`src/rtl/store_op_pkg.sv`:
```
// Shared constants and sizing helper for the store operator.
package store_op_pkg;

  localparam int MaxStoreLatency = 9;
  localparam int MaxBufferDepth  = 16;

  function automatic int clog2(input int n);
    int r;
    r = 0;
    for (int i = 0; i < 31; i++) begin
      if ((1 << i) < n) r = i + 1;
    end
    return r;
  endfunction

endpackage

```
`src/rtl/store_fifo.sv`:
```
// Synchronous FIFO whose head entry is held in a dedicated register.
module store_fifo
  import store_op_pkg::*;
#(
  parameter int Width = 64,
  parameter int Depth = 4
) (
  input  logic                  clk,
  input  logic                  rst,
  input  logic                  push,
  input  logic                  pop,
  input  logic [Width-1:0]      din,
  output logic [Width-1:0]      head,
  output logic                  full,
  output logic                  empty,
  output logic [clog2(Depth):0] count
);

  localparam int PW = clog2(Depth);
  localparam int CW = PW + 1;

  logic [Width-1:0] mem [Depth];
  logic [PW-1:0]    rd_ptr, wr_ptr, rd_nxt;
  logic [CW-1:0]    cnt_nxt;
  logic [Width-1:0] head_d;
  logic             do_push, do_pop;

  assign full    = (count == CW'(Depth));
  assign empty   = (count == '0);
  assign do_pop  = pop && !empty;
  assign do_push = push && (!full || do_pop);

  // The head register is loaded with whatever will sit at the read pointer
  // next cycle; a push into an otherwise-drained FIFO bypasses the array.
  always_comb begin
    rd_nxt  = do_pop ? rd_ptr + PW'(1) : rd_ptr;
    cnt_nxt = count;
    if (do_push && !do_pop)      cnt_nxt = count + CW'(1);
    else if (do_pop && !do_push) cnt_nxt = count - CW'(1);
    head_d = head;
    if (cnt_nxt != '0) begin
      if (do_push && (wr_ptr == rd_nxt)) head_d = din;
      else                               head_d = mem[rd_nxt];
    end
  end

  always_ff @(posedge clk) begin
    if (do_push) mem[wr_ptr] <= din;
  end

  always_ff @(posedge clk or posedge rst) begin
    if (rst) begin
      rd_ptr <= '0;
      wr_ptr <= '0;
      count  <= '0;
      head   <= '0;
    end else begin
      rd_ptr <= rd_nxt;
      if (do_push) wr_ptr <= wr_ptr + PW'(1);
      count  <= cnt_nxt;
      head   <= head_d;
    end
  end

endmodule

```
`src/rtl/store_op.sv`:
```
// Store operator: buffers store requests and issues them to a memory write
// port with ready/valid backpressure, pulsing done a fixed delay after each write.
module store_op
  import store_op_pkg::*;
#(
  parameter int ParamBitWidth = 32,
  parameter int AddrWidth     = 32,
  parameter int BufferDepth   = 4,
  parameter int StoreLatency  = 1
) (
  input  logic                     clk,
  input  logic                     rst,
  input  logic                     enable,
  input  logic [AddrWidth-1:0]     addr,
  input  logic [ParamBitWidth-1:0] wdata,
  output logic                     stall,
  output logic                     mem_wen,
  output logic [AddrWidth-1:0]     mem_addr,
  output logic [ParamBitWidth-1:0] mem_wdata,
  input  logic                     mem_wready,
  output logic                     done,
  output logic                     idle,
  output logic                     overflow
);

  localparam int W  = AddrWidth + ParamBitWidth;
  localparam int CW = clog2(BufferDepth) + 1;
  localparam logic [MaxStoreLatency:1] LatMask = MaxStoreLatency'((1 << StoreLatency) - 1);

  if (StoreLatency < 1 || StoreLatency > MaxStoreLatency) begin : g_bad_latency
    $error("store_op: StoreLatency out of range");
  end
  if (BufferDepth < 2 || BufferDepth > MaxBufferDepth ||
      (BufferDepth & (BufferDepth - 1)) != 0) begin : g_bad_depth
    $error("store_op: BufferDepth must be a power of two in 2..16");
  end

  logic [W-1:0]               head;
  logic                       full, empty, hs, push;
  logic [CW-1:0]              count;
  logic [MaxStoreLatency:1]   hs_d;

  assign mem_wen   = !empty;
  assign hs        = mem_wen && mem_wready;
  assign push      = enable && (!full || hs);
  assign mem_addr  = head[W-1:ParamBitWidth];
  assign mem_wdata = head[ParamBitWidth-1:0];
  assign stall     = (count == CW'(BufferDepth));
  assign done      = hs_d[StoreLatency];
  assign idle      = empty && ((hs_d & LatMask) == '0);

  store_fifo #(
    .Width(W),
    .Depth(BufferDepth)
  ) u_fifo (
    .clk  (clk),
    .rst  (rst),
    .push (push),
    .pop  (hs),
    .din  ({addr, wdata}),
    .head (head),
    .full (full),
    .empty(empty),
    .count(count)
  );

  always_ff @(posedge clk or posedge rst) begin
    if (rst) begin
      hs_d     <= '0;
      overflow <= 1'b0;
    end else begin
      hs_d <= {hs_d[MaxStoreLatency-1:1], hs};
      if (enable && full && !hs) overflow <= 1'b1;
    end
  end

endmodule

```
`config.mk`:
```
export PLATFORM = sky130hd
export DESIGN_NAME = store_op
export DESIGN_NICKNAME = d
export VERILOG_FILES = /design/src/rtl/store_op_pkg.sv /design/src/rtl/store_fifo.sv /design/src/rtl/store_op.sv
export SDC_FILE = /design/constraint.sdc
export NUM_CORES = 1
export LEC_CHECK = 0
export BUFFER_PORTS_ARGS = -buffer_cell sky130_fd_sc_hd__buf_2
export CAP_MARGIN = 20
export CORE_ASPECT_RATIO = 1.1
export CORE_UTILIZATION = 35
export CTS_CLUSTER_DIAMETER = 40
export CTS_CLUSTER_SIZE = 10
export DETAILED_ROUTE_END_ITERATION = 8
export GPL_ROUTABILITY_DRIVEN = 0
export PLACE_DENSITY = 0.61
export SETUP_SLACK_MARGIN = 0.02
export SYNTH_ARGS = -nofsm -noshare
export SYNTH_HDL_FRONTEND = slang
export SYNTH_HIERARCHICAL = 1
export SYNTH_SLANG_ARGS = --single-unit
```
`constraint.sdc`:
```
create_clock -name clk -period 4.85 [get_ports clk]
set_input_delay 0.2425 -clock clk [delete_from_list [all_inputs] [get_ports clk]]
set_output_delay 0.2425 -clock clk [all_outputs]
set_load 0.05 [all_outputs]
```
Word-level counts from Yosys, hierarchy flattened
Memories as Yosys holds them, arrays and structs flattened. A register that Yosys moved wholly into a read port is not among the register bits.
Index checks and enable logic that the tools add are counted.

operators by class
  reduce and logical (&&, ||, !) cells = 19
  eq/ne operators = 1
  add/sub/neg operators = 4
  multiplexer cells = 5

operators by type and width
  cell                 count
  $logic_and 1x1->1    9
  $logic_not 9->1      1
  $mux 3               2
  $logic_not 1->1      5
  $add 2x1->2 const B  2
  $add 3x1->3 const B  1
  $eq 3x3->1 const B   1
  $logic_not 3->1      1
  $reduce_bool 3->1    1
  $sub 3x1->3 const B  1
  $logic_or 1x1->1     2
  $mux 1               2
  $mux 2               1

word-level totals
  memories = 1
  flip-flop bits (word level) = 9
  memory bits (writable) = 256
  bits of input ports = 68
  output and inout port bits = 69

memories
  name        depth  width  read ports  clocked after Yosys merged registers in  wr ports  line              source
  u_fifo.mem  4      64     1           1                                        1         store_fifo.sv:22  logic [Width-1:0] mem [Depth];

Depth between registers and ports, before layout
  word-level depth = 11
  depth in mapped cells = 15
  gate-level depth less buffers = 12

Cells and area by module
Netlist, hierarchy kept.

modules (own cells, without submodules)
  module      times used  area an instance (µm²)  cells each
  store_fifo  1           14651.6                 1143
  store_op    1           102.6                   10

Least setup slack after synthesis
Ideal clock, no wire load.

  kind = register to register
  from = reg u_fifo.count[1]
  to = mem u_fifo.mem[0][0] (enable)
  data arrival time = 3.363 ns
  library setup time = 0.429 ns
  setup slack = 1.058 ns
  data required time = 4.421 ns
  clock period less this slack = 3.792 ns
  cell stages (with the launch flop) = 10
  path through = dfrtp_1 -> inv_1 -> ha_1 -> nand2b_1 -> inv_2 -> nand2b_4 -> a21boi_0 -> buf_6 -> o21a_1 -> and2_1

on the way
  longest elaborated chain between the ends = 8

ends and longest elaborated chain
  item                          line              source
  from (decl)                   store_fifo.sv:16  output logic [clog2(Depth):0] count
  from (signal assigned)        store_fifo.sv:60  count <= cnt_nxt;
  $logic_not 3->1               store_fifo.sv:29  assign empty = (count == '0);
  net empty                     store_op.sv:39    logic full, empty, hs, push;
  $logic_not 1->1               store_op.sv:43    assign mem_wen = !empty;
  $logic_and 1x1->1             store_op.sv:44    assign hs = mem_wen && mem_wready;
  $logic_or 1x1->1              store_op.sv:45    assign push = enable && (!full || hs);
  $logic_and 1x1->1             store_op.sv:45
  net push                      store_op.sv:39
  $logic_and 1x1->1             store_fifo.sv:31  assign do_push = push && (!full || do_pop);
  $mux 1                        store_fifo.sv:48  if (do_push) mem[wr_ptr] <= din;
  $mux 1 (implied by the code)  store_fifo.sv:48
  to (decl)                     store_fifo.sv:22

The timed path passes the listed nets, and every way through them passes these cells.

Final worst setup path
  from = reg u_fifo.count[1]
  to = reg u_fifo.head[42], read port of u_fifo.mem

on the way
  longest elaborated chain between the ends = 11

ends and longest elaborated chain
  item                                                   line                              source
  $logic_not 3->1 (*)                                    store_fifo.sv:29
  net empty                                              store_op.sv:39
  $logic_not 1->1 (*)                                    store_op.sv:43
  $logic_and 1x1->1 (*)                                  store_op.sv:44
  net hs                                                 store_op.sv:39
  $logic_or 1x1->1 or $logic_and 1x1->1 (tied branches)  store_op.sv:45, store_fifo.sv:30
  $logic_and 1x1->1 or $logic_or 1x1->1 (tied branches)  store_op.sv:45, store_fifo.sv:31
  $logic_and 1x1->1                                      store_fifo.sv:31
  $logic_not 1->1                                        store_fifo.sv:39                  else if (do_pop && !do_push) cnt_nxt = count - CW'(1);
  $logic_and 1x1->1                                      store_fifo.sv:39
  $mux 3                                                 store_fifo.sv:39
  $mux 3                                                 store_fifo.sv:38                  if (do_push && !do_pop) cnt_nxt = count + CW'(1);
  $reduce_bool 3->1                                      store_fifo.sv:41                  if (cnt_nxt != '0) begin
  to (decl)                                              store_fifo.sv:13                  output logic [Width-1:0] head,

Mark *: on every way through the listed nets, which the timed path passes. The rest lies on a longest branch.
A chain may end at the register's enable or synchronous reset.

==> run summary <==
status: finished clean
IO Pins: 137
Primary FF master, synth: edfxtp_1
data arrival time of the worst path: 4080 ps
Synth area leaders: edfxtp_1, dfrtp_1, nor3b_1, a221o_1, a311oi_1
DRC violation total after the first TritonRoute iteration: 676
Max Transition Viols Final: 0
cell area after synthesis: 14800 um^2
setup TNS: 0 ps
share of layout cells above drive strength 1: 17.4%
Vias: 10200
clk buf depth: 3
CP endpoint kind: flip-flop
Post-synth EDFFs: 256
vias in the first global route: 10200
Async SR Flop Fraction: 22.2%
# Post-CTS Setup Buffers: 0
antenna violations before repair: 1
GRT Total Usage: 16.4%
PwrDens: 762 nW/um^2
Yosys reg bits: 329
max-cap violations: 0
# clock sinks: 329
hold path depth: 3
Residual DRC: 0
CTS clk-pin slew, worst paths: 50 ps
sequential cell area: 9520 um^2
later-pin clock latency in the skew report: 550 ps
HP Class: in -> reg
Fillers: 3852
worst reg-to-reg setup slack: 1220 ps
DRT Wirelength: 35200 um
Synth Warn #: 6
endpoints failing hold: 0
Inserted Clock Buffers: 46
hold path endpoint: overflow
Worst R2R End: u_fifo/head[42]
CTS tree: yes
leakage: 6.39 nW
DIE HEIGHT: 217 um
CP required: 5310 ps
Max FO, Critical Path: 63
largest net degree at the start of global routing: 258
sequential area share after synthesis: 64.5%
min-delay src: mem_wready
Slew HR: 25.0%
Cells after Synth: 1153
min cycle time layout: 3630 ps
worst slew pin tran: 1130 ps
IO buf count: 136
post-detailed-route count of antenna-violating nets: 0
Synth top area share: 52.1%
Synth cell types: 40
first-pass GRT wire length: 55100 um
WS Path Type: reg -> reg
nets: 1381
worst r2r path cells: 13
H-tree depth: 2
Max IR drop VDD: 0.433 mV
setup violators final: 0
CTS root buf: clkbuf_16
Multi-input gate area: 4630 um^2
dpl hpwl: 19400 um
skew final: 20.9 ps
area grow syn2layout: 22.0%
final worst-path cycle share: 74.8%
Crit Reg-Reg Startpoint: u_fifo/count[1]
Core ar.: 41400 um^2
crit path launch type: flip-flop
Syn Area/Cell: 12.8 um^2
Rows: 78
drt first pass iters: 5
Die ar.: 43000 um^2
Util after Layout: 43.5%
WL per Instance: 18.5 um
grt total ovfl: 0
fmax: 0.276 GHz
Die Span X: 198 um
Yosys top cell by area: edfxtp_1
routed vias/inst: 5.39
Mapped Nets: 1228
RSZ-0062 raised after global routing: false
initial core utilization: 35.7%
==> state kept, by name (all words and copies together), names as in the netlist <==
signal / flops
u_fifo/mem: 256
u_fifo/wr_ptr: 2
overflow: 1
hs_d: 1
u_fifo/head: 64
u_fifo/count: 3
u_fifo/rd_ptr: 2
==> routing by layer <==
layer	part of all wire, %	global-route usage [%]	vias up
met5	0	0	-
met3	5.0	2.91	69
li1	-	-	4829
met1	43	20.1	5076
met4	2.6	6.28	0
met2	49	28.7	273
==> through the flow <==
| step | total power [mW] | setup WS (ps) | hold WS, ps | area, um^2 | instances |
|---|---|---|---|---|---|
| floorplan | 9.15 | 1060 | -16.3 | 14800 | 1153 |
| global placement | 10.3 | 1360 | 114 | 15800 | 1751 |
| detailed placement | 10.5 | 1220 | 115 | 15800 | 1751 |
| CTS | 13.8 | 1210 | 39.2 | 18000 | 1898 |
| global route | 14.6 | 918 | 66.0 | 18000 | 1900 |
| finish | 13.7 | 1220 | 60.5 | 18000 | 1900 |
==> critical path, cell delays in order, from the launching register on <==
cell,delay [ps]
dfrtp_1,440
inv_1,110
ha_1,280
nand2b_1,160
inv_2,90
nand2b_4,150
inv_1,240
inv_1,160
nor3_2,230
or2_4,600
buf_12,370
a211oi_1,130
a221o_1,360
a31oi_1,170
==> power by group <==
part           switching [mW]  leakage, nW  total, mW  internal [mW]
Sequential              0.418         3.19       4.34           3.93
Clock                    1.17        0.718       3.27           2.10
Combinational            4.07         2.48       6.10           2.03
Total                    5.66         6.39       13.7           8.06
==> cell usage in the layout, fill, tap and decap left out, types with 3 or more instances in the layout <==
cell             n
a211oi_1        65
a221o_1         64
a311oi_1        64
a31oi_1         65
and2_4           4
and3_1          64
buf_12           8
buf_2          136
buf_4            9
bufinv_16        6
clkbuf_1        12
clkbuf_16       47
clkinv_1         5
clkinv_2         5
clkinvlp_4       4
dfrtp_1         71
dlygate4sd3_1   66
edfxtp_1       256
ha_1             7
inv_1            9
nand2_1        133
nor2_1          67
nor2b_1          4
nor3b_1        129
o211ai_1         3
o21ai_0          3
xnor2_1          5
==> cell usage after synthesis (all sizes together) (2+ instances only) <==
cell,count
a21boi,3
o21ai,3
edfxtp,256
nand2,133
a211oi,65
ha,7
dfrtp,73
buf,66
o211ai,3
xnor2,5
and2,4
nor2,68
nand3b,2
a31oi,65
nor3b,129
inv,11
clkbuf,49
a21oi,2
and3,64
nand2b,3
a311oi,64
nor2b,4
a221o,64
==> repair_timing <==
item / CTS / global route
hold buffers: 66 / 0
resized for setup: 0 / 0
endpoints found under the hold margin: 347 / 0
==> worst max path at each step <==
stage	start	end	slack, ps	depth (start not counted)
final	u_fifo/count[1]	u_fifo/head[42]	1220	13
after floorplan	u_fifo/count[1]	u_fifo/mem[0][0]	1060	9
after global routing	u_fifo/count[1]	u_fifo/head[46]	920	13
after detailed placement	u_fifo/count[1]	u_fifo/head[46]	1220	13
after global placement	u_fifo/count[1]	u_fifo/head[45]	1360	13
after CTS	u_fifo/count[1]	u_fifo/head[46]	1210	13
==> cell type report <==
| class | count | share of cell area (%) |
|---|---|---|
| sequential | 329 | 52.9 |
| multi-input combinational | 698 | 25.7 |
| timing repair buffer | 220 | 8.87 |
| clock buffer | 60 | 6.86 |
| tap | 560 | 3.89 |
| clock inverter | 21 | 1.48 |
| inverter | 11 | 0.236 |
| antenna | 1 | 0.0139 |
==> cells by family (layout without fill, tap and decap cells) <==
family                   Yosys count  after routing  share of synthesized area [%]
AO/OA/AOI/OAI                    275            275                           15.1
XOR/XNOR                           5              5                          0.297
buffers and inverters            126            312                           4.27
flip-flops                       329            329                           64.5
adder cells (fa/ha/maj)            7              7                          0.594
other                              0              1                              0
AND/OR/NAND/NOR                  411            411                           15.3
Power figures use the tool's default switching activity.
